### config.mk
export PLATFORM = sky130hd
export DESIGN_NAME = decode_operand_stage
export DESIGN_NICKNAME = d
export VERILOG_FILES = /design/src/rtl/cpu_defs.sv /design/src/rtl/operand_select.sv /design/src/rtl/decode_operand_stage.sv
export SDC_FILE = /design/constraint.sdc
export NUM_CORES = 1
export LEC_CHECK = 0
export ABC_CLOCK_PERIOD_IN_PS = 3000
export BUFFER_PORTS_ARGS = -buffer_cell sky130_fd_sc_hd__buf_2
export CORE_UTILIZATION = 42
export CTS_CLUSTER_DIAMETER = 80
export DETAILED_ROUTE_END_ITERATION = 7
export PLACE_DENSITY = 0.69
export SLEW_MARGIN = 10
export SYNTH_ARGS = -nofsm -noshare
export SYNTH_HDL_FRONTEND = slang
export SYNTH_SLANG_ARGS = --single-unit
### constraint.sdc
create_clock -name clk -period 3 [get_ports clk]
set_input_delay 0.15 -clock clk [delete_from_list [all_inputs] [get_ports clk]]
set_output_delay 0.15 -clock clk [all_outputs]
set_load 0.01 [all_outputs]
### src/rtl/cpu_defs.sv
// -----------------------------------------------------------------------------
// cpu_defs
// Shared constants and types for the five-stage CPU datapath.
//   DATA_W   : operand / result width
//   REG_W    : register address width
//   PC_W     : program counter width
//   REG_ZERO : hard-wired zero register, never forwarded
//   src_sel_e: which source feeds a decode operand
// -----------------------------------------------------------------------------
package cpu_defs;

    localparam int DATA_W   = 32;
    localparam int REG_W    = 5;
    localparam int PC_W     = 32;
    localparam int REG_ZERO = 0;

    typedef enum logic [1:0] {
        SRC_RF  = 2'd0,
        SRC_EXE = 2'd1,
        SRC_MEM = 2'd2
    } src_sel_e;

endpackage

### src/rtl/operand_select.sv
// -----------------------------------------------------------------------------
// operand_select
// Forwarding mux for one decode source register.
// Inputs : src / src_used (register and whether the instruction reads it),
//          rf_value (regfile read data), EXE and MEM destination, write-enable
//          and result, exe_is_load (EXE result not ready yet).
// Outputs: operand  (EXE result > MEM result > regfile data)
//          load_use (this source needs a value a load in EXE has not produced)
// -----------------------------------------------------------------------------
module operand_select
    import cpu_defs::*;
#(
    parameter int DATA_W = cpu_defs::DATA_W,
    parameter int REG_W  = cpu_defs::REG_W
) (
    input  logic [REG_W-1:0]  src,
    input  logic              src_used,
    input  logic [DATA_W-1:0] rf_value,
    input  logic [REG_W-1:0]  exe_wdest,
    input  logic              exe_rf_wen,
    input  logic              exe_is_load,
    input  logic [DATA_W-1:0] exe_result,
    input  logic [REG_W-1:0]  mem_wdest,
    input  logic              mem_rf_wen,
    input  logic [DATA_W-1:0] mem_result,
    output logic [DATA_W-1:0] operand,
    output logic              load_use
);

    logic     not_zero;
    logic     hit_exe;
    logic     hit_mem;
    src_sel_e sel;

    // The zero register reads as the regfile value even when a stage claims it.
    assign not_zero = (src != REG_W'(REG_ZERO));
    assign hit_exe  = exe_rf_wen & (exe_wdest == src) & not_zero;
    assign hit_mem  = mem_rf_wen & (mem_wdest == src) & not_zero;

    // An unread source never stalls, even if it collides with a load.
    assign load_use = exe_is_load & src_used & hit_exe;

    always_comb begin
        sel = SRC_RF;
        if (hit_exe)
            sel = SRC_EXE;
        else if (hit_mem)
            sel = SRC_MEM;
    end

    always_comb begin
        operand = rf_value;
        unique case (sel)
            SRC_EXE: operand = exe_result;
            SRC_MEM: operand = mem_result;
            default: operand = rf_value;
        endcase
    end

endmodule

### src/rtl/decode_operand_stage.sv
// -----------------------------------------------------------------------------
// decode_operand_stage
// Decode-stage operand collector and ID/EXE pipeline register.
// Inputs : clk, resetn (sync, active-low), ID_valid/ID_pc, rs/rt with use
//          flags and regfile data, EXE/MEM forwarding info, EXE_allow_in,
//          cancel (flush).
// Outputs: ID_allow_in (combinational), EXE_valid/EXE_pc/EXE_src1/EXE_src2
//          (ID/EXE register), stall_cnt (saturating load-use stall count).
// -----------------------------------------------------------------------------
module decode_operand_stage
    import cpu_defs::*;
#(
    parameter int DATA_W = cpu_defs::DATA_W,
    parameter int REG_W  = cpu_defs::REG_W,
    parameter int PC_W   = cpu_defs::PC_W,
    parameter int CNT_W  = 16
) (
    input  logic              clk,
    input  logic              resetn,
    input  logic              ID_valid,
    input  logic [PC_W-1:0]   ID_pc,
    input  logic [REG_W-1:0]  rs,
    input  logic [REG_W-1:0]  rt,
    input  logic              rs_used,
    input  logic              rt_used,
    input  logic [DATA_W-1:0] rs_value,
    input  logic [DATA_W-1:0] rt_value,
    input  logic [REG_W-1:0]  EXE_wdest,
    input  logic              EXE_rf_wen,
    input  logic              EXE_is_load,
    input  logic [DATA_W-1:0] EXE_result,
    input  logic [REG_W-1:0]  MEM_wdest,
    input  logic              MEM_rf_wen,
    input  logic [DATA_W-1:0] MEM_result,
    input  logic              EXE_allow_in,
    input  logic              cancel,
    output logic              ID_allow_in,
    output logic              EXE_valid,
    output logic [PC_W-1:0]   EXE_pc,
    output logic [DATA_W-1:0] EXE_src1,
    output logic [DATA_W-1:0] EXE_src2,
    output logic [CNT_W-1:0]  stall_cnt
);

    function automatic logic [CNT_W-1:0] sat_inc(input logic [CNT_W-1:0] v);
        return (&v) ? v : v + CNT_W'(1);
    endfunction

    logic [DATA_W-1:0] src1_p0;
    logic [DATA_W-1:0] src2_p0;
    logic              rs_load_use;
    logic              rt_load_use;
    logic              load_use_p0;
    logic              id_over_p0;

    logic              vld_p1;
    logic [PC_W-1:0]   pc_p1;
    logic [DATA_W-1:0] src1_p1;
    logic [DATA_W-1:0] src2_p1;
    logic [CNT_W-1:0]  stall_cnt_q;

    operand_select #(.DATA_W(DATA_W), .REG_W(REG_W)) u_sel_rs (
        .src        (rs),
        .src_used   (rs_used),
        .rf_value   (rs_value),
        .exe_wdest  (EXE_wdest),
        .exe_rf_wen (EXE_rf_wen),
        .exe_is_load(EXE_is_load),
        .exe_result (EXE_result),
        .mem_wdest  (MEM_wdest),
        .mem_rf_wen (MEM_rf_wen),
        .mem_result (MEM_result),
        .operand    (src1_p0),
        .load_use   (rs_load_use)
    );

    operand_select #(.DATA_W(DATA_W), .REG_W(REG_W)) u_sel_rt (
        .src        (rt),
        .src_used   (rt_used),
        .rf_value   (rt_value),
        .exe_wdest  (EXE_wdest),
        .exe_rf_wen (EXE_rf_wen),
        .exe_is_load(EXE_is_load),
        .exe_result (EXE_result),
        .mem_wdest  (MEM_wdest),
        .mem_rf_wen (MEM_rf_wen),
        .mem_result (MEM_result),
        .operand    (src2_p0),
        .load_use   (rt_load_use)
    );

    assign load_use_p0 = rs_load_use | rt_load_use;
    assign id_over_p0  = ID_valid & ~load_use_p0;
    assign ID_allow_in = ~ID_valid | (id_over_p0 & EXE_allow_in);

    // ---- ID -> EXE boundary ----
    always_ff @(posedge clk) begin
        if (!resetn) begin
            vld_p1      <= 1'b0;
            pc_p1       <= '0;
            src1_p1     <= '0;
            src2_p1     <= '0;
            stall_cnt_q <= '0;
        end else begin
            if (cancel) begin
                vld_p1 <= 1'b0;
            end else if (EXE_allow_in) begin
                // A stalled instruction becomes a bubble; data regs keep old values.
                vld_p1 <= id_over_p0;
                if (id_over_p0) begin
                    pc_p1   <= ID_pc;
                    src1_p1 <= src1_p0;
                    src2_p1 <= src2_p0;
                end
            end
            // A flushed stall is not a real stall cycle.
            if (ID_valid & load_use_p0 & ~cancel)
                stall_cnt_q <= sat_inc(stall_cnt_q);
        end
    end

    assign EXE_valid = vld_p1;
    assign EXE_pc    = pc_p1;
    assign EXE_src1  = src1_p1;
    assign EXE_src2  = src2_p1;
    assign stall_cnt = stall_cnt_q;

endmodule

# Word-level counts from Yosys, hierarchy flattened
# Cells that the tools add are included.
dict set report totals {
  reg_bits 113
  inputBits 190
  output_inout_bits 114
  elab_cells 49
}
dict set report classes {
  add_sub_neg 1
  eq_ne 8
  n_mux 6
  bitwise 23
  n_reduce_logical 6
}
# cell count
set ops {}
lappend ops {{one-hot mux 32 bit (2 select lines)} 2}
lappend ops {{equality test 5 bit} 4}
lappend ops {{adder 16 x 1 -> 16 bit, second input constant} 1}
lappend ops {{bitwise AND 1 bit} 16}
lappend ops {{AND reduction 16 bit} 1}
lappend ops {{nonzero test 5 bit} 2}
lappend ops {{2-to-1 mux 2 bit} 4}
lappend ops {{NOT 1 bit} 5}
lappend ops {{equality test 2 x 1 -> 1 bit, second input constant} 2}
lappend ops {{equality test 2 bit, second input constant} 2}
lappend ops {{AND reduction 3 bit} 1}
lappend ops {{OR 1 bit} 2}
lappend ops {{AND reduction 2 bit} 1}
lappend ops {{OR reduction 2 bit} 1}

# Logic depth before layout (Yosys ltp)
# Gate-level depths: netlist of the first run.
dict set report depth {
  ltp_word 9
  mapped_depth 10
  depth_no_buf 7
}

# By module
# Synthesis of the first run repeated with hierarchy kept, for this count alone.
dict set report unflattened {
  hier_cells 864
  area_unflattened_um2 6170.9
}
# mod n_inst cells_per_inst area_each_um2 seq_area_each_um2
set modules_own_cells {}
lappend modules_own_cells {decode_operand_stage 1 522 4259.1 2262.2}
lappend modules_own_cells {operand_select 2 171 955.9 0.0}

# Least setup slack after synthesis of the first run
# OpenSTA, ideal clock, no wires.
dict set report synth_path {
  path_kind {input to register}
  start {input rt[3]}
  end {register src2_p1[11] (netlist: EXE_src2[11])}
  setup_time_ns 0.120
  arrival_time_ns 1.952
  t_required_ns 2.880
  slack_ns 0.928
  stages 8
  path_buffers 2
  path_cell_list {or4_1 -> nor2_1 -> or4_1 -> clkbuf_1 -> clkbuf_1 -> mux2_2 -> o211ai_1 -> nand2_1}
}
dict set report synth_between {
  elab_chain_len 8
  word_cells_on_any_way 17
  classes_between {eq/ne: 4; mux: 3; bitwise: 8; reduce/logical: 2}
}
# element line
set synth_rtl {}
lappend synth_rtl {{start, declared} decode_operand_stage.sv:23} ;# input logic [REG_W-1:0] rt,
lappend synth_rtl {{branches (longest 8 deep; another with one-hot mux 32 bit (2 select lines))} n/a}
lappend synth_rtl {{end signal, assigned} decode_operand_stage.sv:113} ;# src2_p1 <= src2_p0;
lappend synth_rtl {{end, declared} decode_operand_stage.sv:59} ;# logic [DATA_W-1:0] src2_p1;
# Several ways; the timed one is not identified.
# A chain may end at the register's enable or synchronous reset.

# Worst setup path after layout of the first run
dict set report layout_path {
  start {input cancel}
  end {register src2_p1[12] (netlist: EXE_src2[12])}
}
dict set report layout_between {
  elab_chain_len 2
}
# element line
set layout_rtl {}
lappend layout_rtl {{start, declared} decode_operand_stage.sv:36} ;# input logic cancel,
lappend layout_rtl {{NOT 1 bit (no source line)} n/a}
lappend layout_rtl {{AND reduction 3 bit (no source line)} n/a}
# Every way passes these cells.

==> impl_metrics.ini, run 1 <==
[floorplan]
initial_utilization = 0.429
fp.dieArea_sq_um = 16000
die_y_um = 127
ios = 304
num_rows = 45
coreArea_sq_um = 15200
die_x_um = 127

[synthesis]
synth-edff-count = 0
avgSynthCellArea_sq_um = 8.56
async_flop_share = 0
netlist.area_leader.share = 0.347
synth.yosys.seq_area_share = 0.347
synth_compound_area_frac = 0.232
synth_top_family_by_area = compound AO/OA/AOI/OAI gates
synth_xor_xnor_area_share = 0.0268
syn_area_sq_um = 6530
synth_simple_gate_area_frac = 0.166
synthMuxAreaShare = 0.166
yosys_warnings = 0
synth_cells = 762
yosys.area.top_type = dfxtp_1
synth_cell_types = 40
synth_flop_cell = dfxtp_1
synth_fa_ha_area_frac = 0.00192
synth_top_cells_by_area = dfxtp_1 35%, o211ai_1 15%, mux2_2 9.8%
syn_nets = 953
ys_ff_latch = 113

[global_routing]
gr-total-overflow = 0
grt_pass1_vias = 6743
grt_max_degree = 87
track_usage = 0.280
antenna_found_initial = 0
grt_pass1_wl_um = 35500

[routing]
drt-total-wl_um = 22500
ant_nets = 0
drt-pass1-iter-count = 5
vias_per_cell = 5.49
wire_per_inst_um = 17.8
drtIter0Drc = 417
drc_errors = 0
num_vias = 6935

[worst_setup_path]
critical_path.cell_chain = dlygate4sd3_1 -> buf_2 -> nor2b_1 -> and2_1 -> nand2_2 -> buf_4 -> a31oi_1 -> o211ai_1 -> nand2_1
cp.required_ps = 3340
cpMaxStageDelayCell = dlygate4sd3_1
crit_path_max_fanout = 35
crit_family = simple AND/OR/NAND/NOR gates
crit_buf_inv = 3
crit_path_start_kind = input port
critPathMaxStageDelay_ps = 550
worstSetupEndpointType = flop
cp.arrival_ps = 2760
critPathKind = input port to flop

[timing]
rsz0062_at_grt = no
worst_hold_slack_ps = 16.9
drv_slew = 0
hold_violations = 0
period_share = 0.806
finalWorstPathRequiredPeriod_ps = 2420
tightest_slew_ps = 807
max_freq_mhz = 414
finClkSkew_ps = 3.21
maxSlewHeadroom = 0.462
finalSetupTns_ps = 0
fin_ws_ps = 582
setup_violations = 0

[placed_design]
dp.cells = 1200
pre_cts_ws_ps = 372
dp_hpwl_um = 15800
io_buffers = 303
place_congestion = 0.945

[cells_and_area]
post-route-util = 0.591
syn_to_final_growth_pct = 37.7
final_cells = 1263
nNetsFinal = 1253
drive_gt1_frac = 0.393
antenna_cells = 0

[clock_network]
path_clk_slew_ps = 60
postCtsResizedCells = 0
cts_buffer_depth = 2
cts_inserted_buffers = 17
clkLatencyLatePin_ps = 410
htree_levels = 4
clock-sinks = 113
cts_tree = yes
cts_root_buf = clkbuf_16

[pwr]
vdd_drop_max_v = 0.000383
p_leak_nw = 4.46
powerDensity_nw_per_um2 = 460

[min_path]
hold_path.class = input port to flop

[outcome]
status = finished clean

[job]
maxCapViolCount = 0
-- state kept, by name, indices dropped and copies added (netlist names) --
name       cells
EXE_valid      1
EXE_src2      32
EXE_pc        32
stall_cnt     16
EXE_src1      32
-- per-layer routing --
| layer | GRT usage | vias up | share of wire |
|---|---|---|---|
| li1 | - | 3387 | - |
| met1 | 0.345 | 3233 | 0.42 |
| met2 | 0.487 | 283 | 0.50 |
| met3 | 0.0628 | 32 | 0.061 |
| met4 | 0.0854 | 0 | 0.019 |
| met5 | 0 | - | 0 |
-- final timing paths --
kind / from / endpoint / slack, ps / depth (start not counted)
setup / recovery: cancel / EXE_src2[12]$_SDFFE_PN0P_ / 580 / 9
hold / removal: ID_pc[1] / EXE_pc[1]$_SDFFE_PN0P_ / 20 / 3
setup reg to reg: stall_cnt[0]$_SDFFE_PN0P_ / stall_cnt[14]$_SDFFE_PN0P_ / 1020 / 6
hold reg to reg: EXE_pc[25]$_SDFFE_PN0P_ / EXE_pc[25]$_SDFFE_PN0P_ / 450 / 2
-- power by group --
group / leakage (nW) / switching [mW] / internal, mW
clock network: 0.276 / 0.761 / 1.23
registers: 0.917 / 0.0260 / 1.55
logic: 3.27 / 0.293 / 0.275
total: 4.46 / 1.08 / 3.05
-- layout make-up --
class / count / area [sq um]
tap: 188 / 235
clock inverter: 15 / 158
sequential: 113 / 2260
fill: 1379 / 6210
timing repair buffer: 357 / 2030
clock buffer: 17 / 425
inverter: 1 / 3.75
multi-input combinational: 572 / 3880
-- cells in the final DEF, fill, tap and decap left out, types with 3 or more instances in the layout --
cell / count
o31ai_1: 7
o211ai_1: 128
buf_4: 22
clkinvlp_4: 4
nand3_1: 4
and2_1: 3
nor3_1: 3
or4_1: 9
mux2_1: 7
dlygate4sd3_1: 31
nor2b_1: 35
a31oi_1: 7
nor3b_1: 4
and3_1: 4
nor2_1: 4
nand2b_1: 6
inv_6: 4
o21ai_0: 3
nand4_1: 7
clkbuf_16: 17
xnor2_1: 10
mux2_2: 57
buf_2: 302
xor2_1: 10
nand2_1: 139
clkinv_2: 3
dfxtp_1: 113
mux2i_1: 36
a21oi_1: 68
-- metrics by stage --
step | cell area [sq um] | total power [mW]
finish | 8990 | 4.13
global route | 8990 | 4.29
CTS | 8990 | 4.15
global placement | 8100 | 2.13
detailed placement | 8100 | 2.14
floorplan | 6530 | 1.88
-- cell usage after synthesis (7+ instances only) --
library cell / count
mux2_2: 57
xnor2_1: 10
o31ai_1: 7
mux2_1: 7
a31oi_1: 7
a21oi_1: 68
nand4_1: 7
or4_1: 10
buf_6: 13
mux2i_1: 36
nor2b_1: 35
nand2_1: 141
buf_2: 7
o211ai_1: 128
dfxtp_1: 113
xor2_1: 10
clkbuf_1: 55
-- tightest hold or removal path: cells and delay by family --
kind | cells | cell delay [ps]
and+or+nand+nor | 1 | 50
muxes | 1 | 70
buffers and inverters | 1 | 100
-- repair_timing --
| action | CTS | global route |
|---|---|---|
| hold buffers | 31 | 0 |
| hold endpoints to repair | 31 | 0 |
| buffers inserted | 0 | 0 |
-- cell families (layout without fill, tap and decap cells) --
family,after synthesis,in the layout
flops,113,113
mux,100,100
compound gates,223,223
xor+xnor,20,20
simple gates,228,228
fa+ha+maj,1,1
buf+inv,77,390
Note: power is estimated with default switching activity, not from simulation.
==> run 2, diff against run 1 <==
--- a/config.mk
+++ b/config.mk
@@ -5,7 +5,7 @@
 export SDC_FILE = /design/constraint.sdc
 export NUM_CORES = 1
 export LEC_CHECK = 0
-export ABC_CLOCK_PERIOD_IN_PS = 3000
+export ABC_CLOCK_PERIOD_IN_PS = 2500
 export BUFFER_PORTS_ARGS = -buffer_cell sky130_fd_sc_hd__buf_2
 export CORE_UTILIZATION = 42
 export CTS_CLUSTER_DIAMETER = 80
==> constraint.sdc (replaced) <==
create_clock -name clk -period 2.5 [get_ports clk]
set_input_delay 0.125 -clock clk [delete_from_list [all_inputs] [get_ports clk]]
set_output_delay 0.125 -clock clk [all_outputs]
set_load 0.01 [all_outputs]
==> run 2 against run 1 <==
Against the previous run: global-route usage is 0.22 points higher; cell count grew 0.48%; clock skew up 0.70 ps; critical path type is now input port to primary output; clock power rose by 19%.
==> impl_metrics.ini, run 2 (same netlist as run 1, synthesis figures left out) <==
[global_routing]
antenna_found_initial = 1
grt_pass1_wl_um = 35400
track_usage = 0.282
gr-total-overflow = 0
grt_max_degree = 69
grt_pass1_vias = 6745

[pwr]
powerDensity_nw_per_um2 = 545
netSwitchingFraction = 0.273
p_int_mw = 3.59
p_seq_frac = 0.382
p_switching_mw = 1.35
p_leak_nw = 4.50
report.power.total_mw = 4.95
vdd_drop_max_v = 0.000462
pwr-share-comb = 0.140
pwr-share-clk = 0.478

[routing]
num_vias = 6942
vias_per_cell = 5.47
wire_per_inst_um = 17.7
drtIter0Drc = 391
ant_nets = 0
drt-total-wl_um = 22400
drt-pass1-iter-count = 5
drc_errors = 0

[timing]
finalSetupTns_ps = 0
rsz0062_at_grt = no
period_share = 0.844
tightest_slew_ps = 710
finalWorstPathRequiredPeriod_ps = 2110
maxSlewHeadroom = 0.527
finClkSkew_ps = 3.91
worst_hold_slack_ps = 55.7
fin_ws_ps = 389
hold_violations = 0
drv_slew = 0
setup_violations = 0
max_freq_mhz = 474

[cells_and_area]
regArea_sq_um = 2260
fill_cells = 1338
syn_to_final_growth_pct = 38.9
drive_gt1_frac = 0.394
final_common_cell = buf_2
multi_input_area_sq_um = 3880
final_cell_mix = 302 x buf_2, 139 x nand2_1, 128 x o211ai_1
nNetsFinal = 1258

[clock_network]
cts_inserted_buffers = 17
path_clk_slew_ps = 60
cts_buffer_depth = 2
cts_tree = yes
cts_setup_buffers = 0
htree_levels = 4
cts_root_buf = clkbuf_16
clock-sinks = 113
clkLatencyLatePin_ps = 410
holdBufCountCts = 33
postCtsResizedCells = 0

[floorplan]
initial_utilization = 0.429
coreArea_sq_um = 15200
ios = 304
num_rows = 45
die_x_um = 127
die_y_um = 127
fp.dieArea_sq_um = 16000

[worst_setup_path]
cpMaxStageDelayCell = or4_1
critPathMaxStageDelay_ps = 540
cp.arrival_ps = 1990
critPathKind = input port to primary output
crit_path_max_fanout = 20
worstSetupEndpointType = primary output
crit_path_start_kind = input port
cp.required_ps = 2380
critical_path.cell_chain = buf_2 -> or4_1 -> o211a_1 -> and2_1 -> a22oi_4 -> buf_12 -> nand2_1 -> nand2_1 -> buf_2

[placed_design]
place_congestion = 0.939
pre_cts_ws_ps = 53.6
dp_hpwl_um = 15600
io_buffers = 303

[min_path]
hold_path.class = input port to flop

[outcome]
status = finished clean

[job]
maxCapViolCount = 0
==> run 2: cell types whose count changed in the layout (fill, tap and decap cells not counted), sizes merged <==
cell         change
clkinvlp         -2
dlygate4sd3      +2
diode            +1
bufinv           -1
inv              +3
buf              +3
==> run 2: worst max-delay path: cells and delay by family <==
| kind | cells | cell delay (ps) |
|---|---|---|
| AND/OR/NAND/NOR | 4 | 860 |
| AO/OA/AOI/OAI | 2 | 550 |
| buffers and inverters | 3 | 440 |
==> run 2: cell type report <==
type	instances	area share
clock inverters	15	0.0167
well taps	188	0.0259
multi-input cells	572	0.428
clock buffers	17	0.0469
flip-flops and latches	113	0.250
diodes	1	0.000276
inverters	1	0.000414
repair buffers	362	0.232
==> run 2: stage by stage <==
stage	instances	area [sq um]	util
6_report	1269	9070	0.596
5_1_grt	1269	9070	0.596
4_1_cts	1268	9060	0.596
3_5_place_dp	1203	8160	0.537
3_3_place_gp	1203	8160	0.537
2_1_floorplan	762	6530	-
==> run 2: worst paths after layout <==
kind	start	end	slack, ps	depth (start not counted)
worst max register to register	stall_cnt[0]$_SDFFE_PN0P_	stall_cnt[11]$_SDFFE_PN0P_	580	8
worst min register to register	EXE_pc[20]$_SDFFE_PN0P_	EXE_pc[20]$_SDFFE_PN0P_	450	2
worst max-delay path	rt[3]	ID_allow_in	390	9
worst min-delay path	rt_value[17]	EXE_src2[17]$_SDFFE_PN0P_	60	4
==> run 2: power groups by stage <==
| stage | logic [mW] | clock network, mW | registers, mW |
|---|---|---|---|
| after floorplan | 0.304 | 0 | 1.95 |
| after global placement | 0.641 | 0 | 1.93 |
| after detailed placement | 0.644 | 0 | 1.93 |
| after CTS | 0.689 | 2.40 | 1.89 |
| after global routing | 0.752 | 2.50 | 1.89 |
| final | 0.692 | 2.36 | 1.89 |
==> run 2: per-layer routing <==
metal	share of wire	up-vias	track usage
met5	0	-	0
met4	0.035	0	0.134
met3	0.072	54	0.0679
met2	0.47	329	0.468
met1	0.42	3168	0.345
li1	-	3391	-
==> run 3, diff against run 2 <==
--- a/config.mk
+++ b/config.mk
@@ -5,12 +5,13 @@
 export SDC_FILE = /design/constraint.sdc
 export NUM_CORES = 1
 export LEC_CHECK = 0
-export ABC_CLOCK_PERIOD_IN_PS = 2500
+export ABC_AREA = 1
+export ABC_CLOCK_PERIOD_IN_PS = 2100
 export BUFFER_PORTS_ARGS = -buffer_cell sky130_fd_sc_hd__buf_2
 export CORE_UTILIZATION = 42
 export CTS_CLUSTER_DIAMETER = 80
 export DETAILED_ROUTE_END_ITERATION = 7
-export PLACE_DENSITY = 0.69
+export PLACE_DENSITY = 0.68
 export SLEW_MARGIN = 10
 export SYNTH_ARGS = -nofsm -noshare
 export SYNTH_HDL_FRONTEND = slang
==> constraint.sdc (replaced) <==
create_clock -name clk -period 2.1 [get_ports clk]
set_input_delay 0.105 -clock clk [delete_from_list [all_inputs] [get_ports clk]]
set_output_delay 0.105 -clock clk [all_outputs]
set_load 0.01 [all_outputs]
==> run 3 against run 2 <==
Against the previous run: setup slack lost 100 ps; critical path depth grew 1; combinational power grew 43%; first-iteration DRC count grew 10%.
==> impl_metrics.ini, run 3 <==
[synthesis]
synth_flop_cell = dfxtp_1
async_flop_share = 0
synth_cells = 1217
netlist.area_leader.share = 0.325
syn_area_sq_um = 6960
yosysMostFrequentCell = nand2_1
syn_nets = 1408
synth_top_cells_by_area = dfxtp_1 33%, nand2_1 20%, nand3_1 15%
synth-edff-count = 0
yosys.area.top_type = dfxtp_1
yosys-top-cells-count = 373 x nand2_1, 236 x nor2_1, 212 x nand3_1, 167 x inv_1, 113 x dfxtp_1
synth.yosys.seq_area_share = 0.325
yosys_warnings = 0
avgSynthCellArea_sq_um = 5.72
ys_ff_latch = 113
synth_cell_types = 20

[outcome]
status = finished clean

[min_path]
hold_path.class = input port to flop

[timing]
rsz0062_at_grt = no
fin_ws_ps = 288
worst_hold_slack_ps = 50.7
period_share = 0.863
drv_slew = 0
finalWorstPathRequiredPeriod_ps = 1810
setup_violations = 0
maxSlewHeadroom = 0.610
max_freq_mhz = 552
tightest_slew_ps = 584
finalSetupTns_ps = 0
hold_violations = 0
finClkSkew_ps = 7.50

[worst_setup_path]
critPathMaxStageDelay_ps = 390
timing.critical_path.mode_cell = nor2_1
crit_path_start_kind = flop
timing.reg2reg.setup_slack_ps = 290
reg2reg_from = stall_cnt[0]$_SDFFE_PN0P_
critical_path.cell_chain = ha_1 -> nand3_1 -> nor2_1 -> nand4_2 -> inv_1 -> nor2_1 -> nand3_1 -> nand2_1 -> inv_1 -> nor2_1
crit_path_max_fanout = 9
cp.required_ps = 2410
crit_end = stall_cnt[10]$_SDFFE_PN0P_
cp.arrival_ps = 2120
cpMaxStageDelayCell = dfxtp_1
reg2reg_depth = 10
worstReg2RegEnd = stall_cnt[10]$_SDFFE_PN0P_
critPathLaunch = stall_cnt[0]$_SDFFE_PN0P_
worstSetupEndpointType = flop
critPathKind = flop to flop

[floorplan]
coreArea_sq_um = 16000
ios = 304
die_y_um = 131
die_x_um = 131
num_rows = 46
fp.dieArea_sq_um = 17100
initial_utilization = 0.435

[global_routing]
antenna_found_initial = 3
busiest_layer = met2
grt_max_degree = 86
grt_pass1_vias = 7502
met2_usage = 0.459
met1_usage = 0.307
gr-total-overflow = 0
grt_use_met3 = 0.0884
track_usage = 0.270
grt_pass1_wl_um = 35800

[routing]
ant_nets = 0
drc_errors = 0
drt-total-wl_um = 23100
num_vias = 8194
drt-pass1-iter-count = 5
wire_per_inst_um = 13.2
vias_per_cell = 4.68
drtIter0Drc = 431

[placed_design]
place_congestion = 0.868
dp_hpwl_um = 16300
pre_cts_ws_ps = 357
io_buffers = 303
post_dp_cell_area_sq_um = 8560
dp.cells = 1683

[pwr]
pwr-share-comb = 0.150
p_switching_mw = 1.62
powerDensity_nw_per_um2 = 687
report.power.total_mw = 6.58
vdd_drop_max_v = 0.000546
p_seq_frac = 0.349
pwr-share-clk = 0.501
netSwitchingFraction = 0.246
p_leak_nw = 5.48
p_int_mw = 4.96

[clock_network]
cts_buffer_depth = 2
postCtsResizedCells = 0
clkLatencyLatePin_ps = 410
cts_setup_buffers = 0
cts_root_buf = clkbuf_16
htree_levels = 4
cts_tree = yes
holdBufCountCts = 34
cts_inserted_buffers = 17
path_clk_slew_ps = 50
clock-sinks = 113

[cells_and_area]
postLayoutCellArea_sq_um = 9570
nNetsFinal = 1711
post-route-util = 0.598
final_common_cell = nand2_1
drive_gt1_frac = 0.239
final_cells = 1749
syn_to_final_growth_pct = 37.6
final_cell_mix = 371 x nand2_1, 302 x buf_2, 236 x nor2_1

[job]
maxCapViolCount = 0
run 3: cell types whose count changed after synthesis, moves of 35 or more:
| cell | change |
|---|---|
| nor2b_1 | -35 |
| nor2_1 | +232 |
| nand3_1 | +208 |
| o211ai_1 | -127 |
| mux2i_1 | -36 |
| inv_1 | +166 |
| nand2_1 | +232 |
| mux2_2 | -57 |
| a21oi_1 | -65 |
| clkbuf_1 | -38 |
run 3: power by group through the flow:
stage,clock (mW),sequential [mW],combinational [mW]
after floorplan,0,2.39,0.470
after global placement,0,2.33,0.932
after detailed placement,0,2.34,0.934
after CTS,3.36,2.29,0.988
after global routing,3.45,2.30,1.12
final,3.29,2.29,0.989
run 3: worst max-delay path: cells and delay by family (launching register included):
kind,cells,cell delay (ps)
adder cells (fa/ha/maj),1,220
AND/OR/NAND/NOR,7,890
flip-flops,1,390
buffers and inverters,2,200
run 3: layout make-up:
| class | instances | area (sq um) |
|---|---|---|
| Antenna cell | 1 | 2.50 |
| Clock buffer | 21 | 460 |
| Clock inverter | 10 | 206 |
| Fill cell | 1610 | 6430 |
| Inverter | 172 | 646 |
| Multi-Input combinational cell | 860 | 3630 |
| Sequential cell | 113 | 2260 |
| Tap cell | 216 | 270 |
| Timing Repair Buffer | 356 | 2090 |
run 3: cells by family after synthesis:
kind of cell,after synthesis,share of synthesized area
XOR/XNOR,3,0.00378
AO/OA/AOI/OAI,4,0.00324
flip-flops,113,0.325
adder cells (fa/ha/maj),1,0.00180
AND/OR/NAND/NOR,852,0.511
buffers and inverters,244,0.155
run 3: worst min path at each step:
stage              startpoint                   endpoint  depth (start not counted)
6_report       EXE_result[22]  EXE_src2[22]$_SDFFE_PN0P_                          5
5_1_grt        EXE_result[26]  EXE_src2[26]$_SDFFE_PN0P_                          5
3_3_place_gp        ID_pc[30]    EXE_pc[30]$_SDFFE_PN0P_                          3
3_5_place_dp        ID_pc[24]    EXE_pc[24]$_SDFFE_PN0P_                          3
4_1_cts        EXE_result[22]  EXE_src2[22]$_SDFFE_PN0P_                          5
2_1_floorplan        ID_pc[0]     EXE_pc[0]$_SDFFE_PN0P_                          2
run 3: per-layer routing:
layer	vias to the layer above	share of wire
li1	4307	-
met1	3549	0.42
met2	287	0.47
met3	47	0.084
met4	4	0.029
met5	-	0.0011
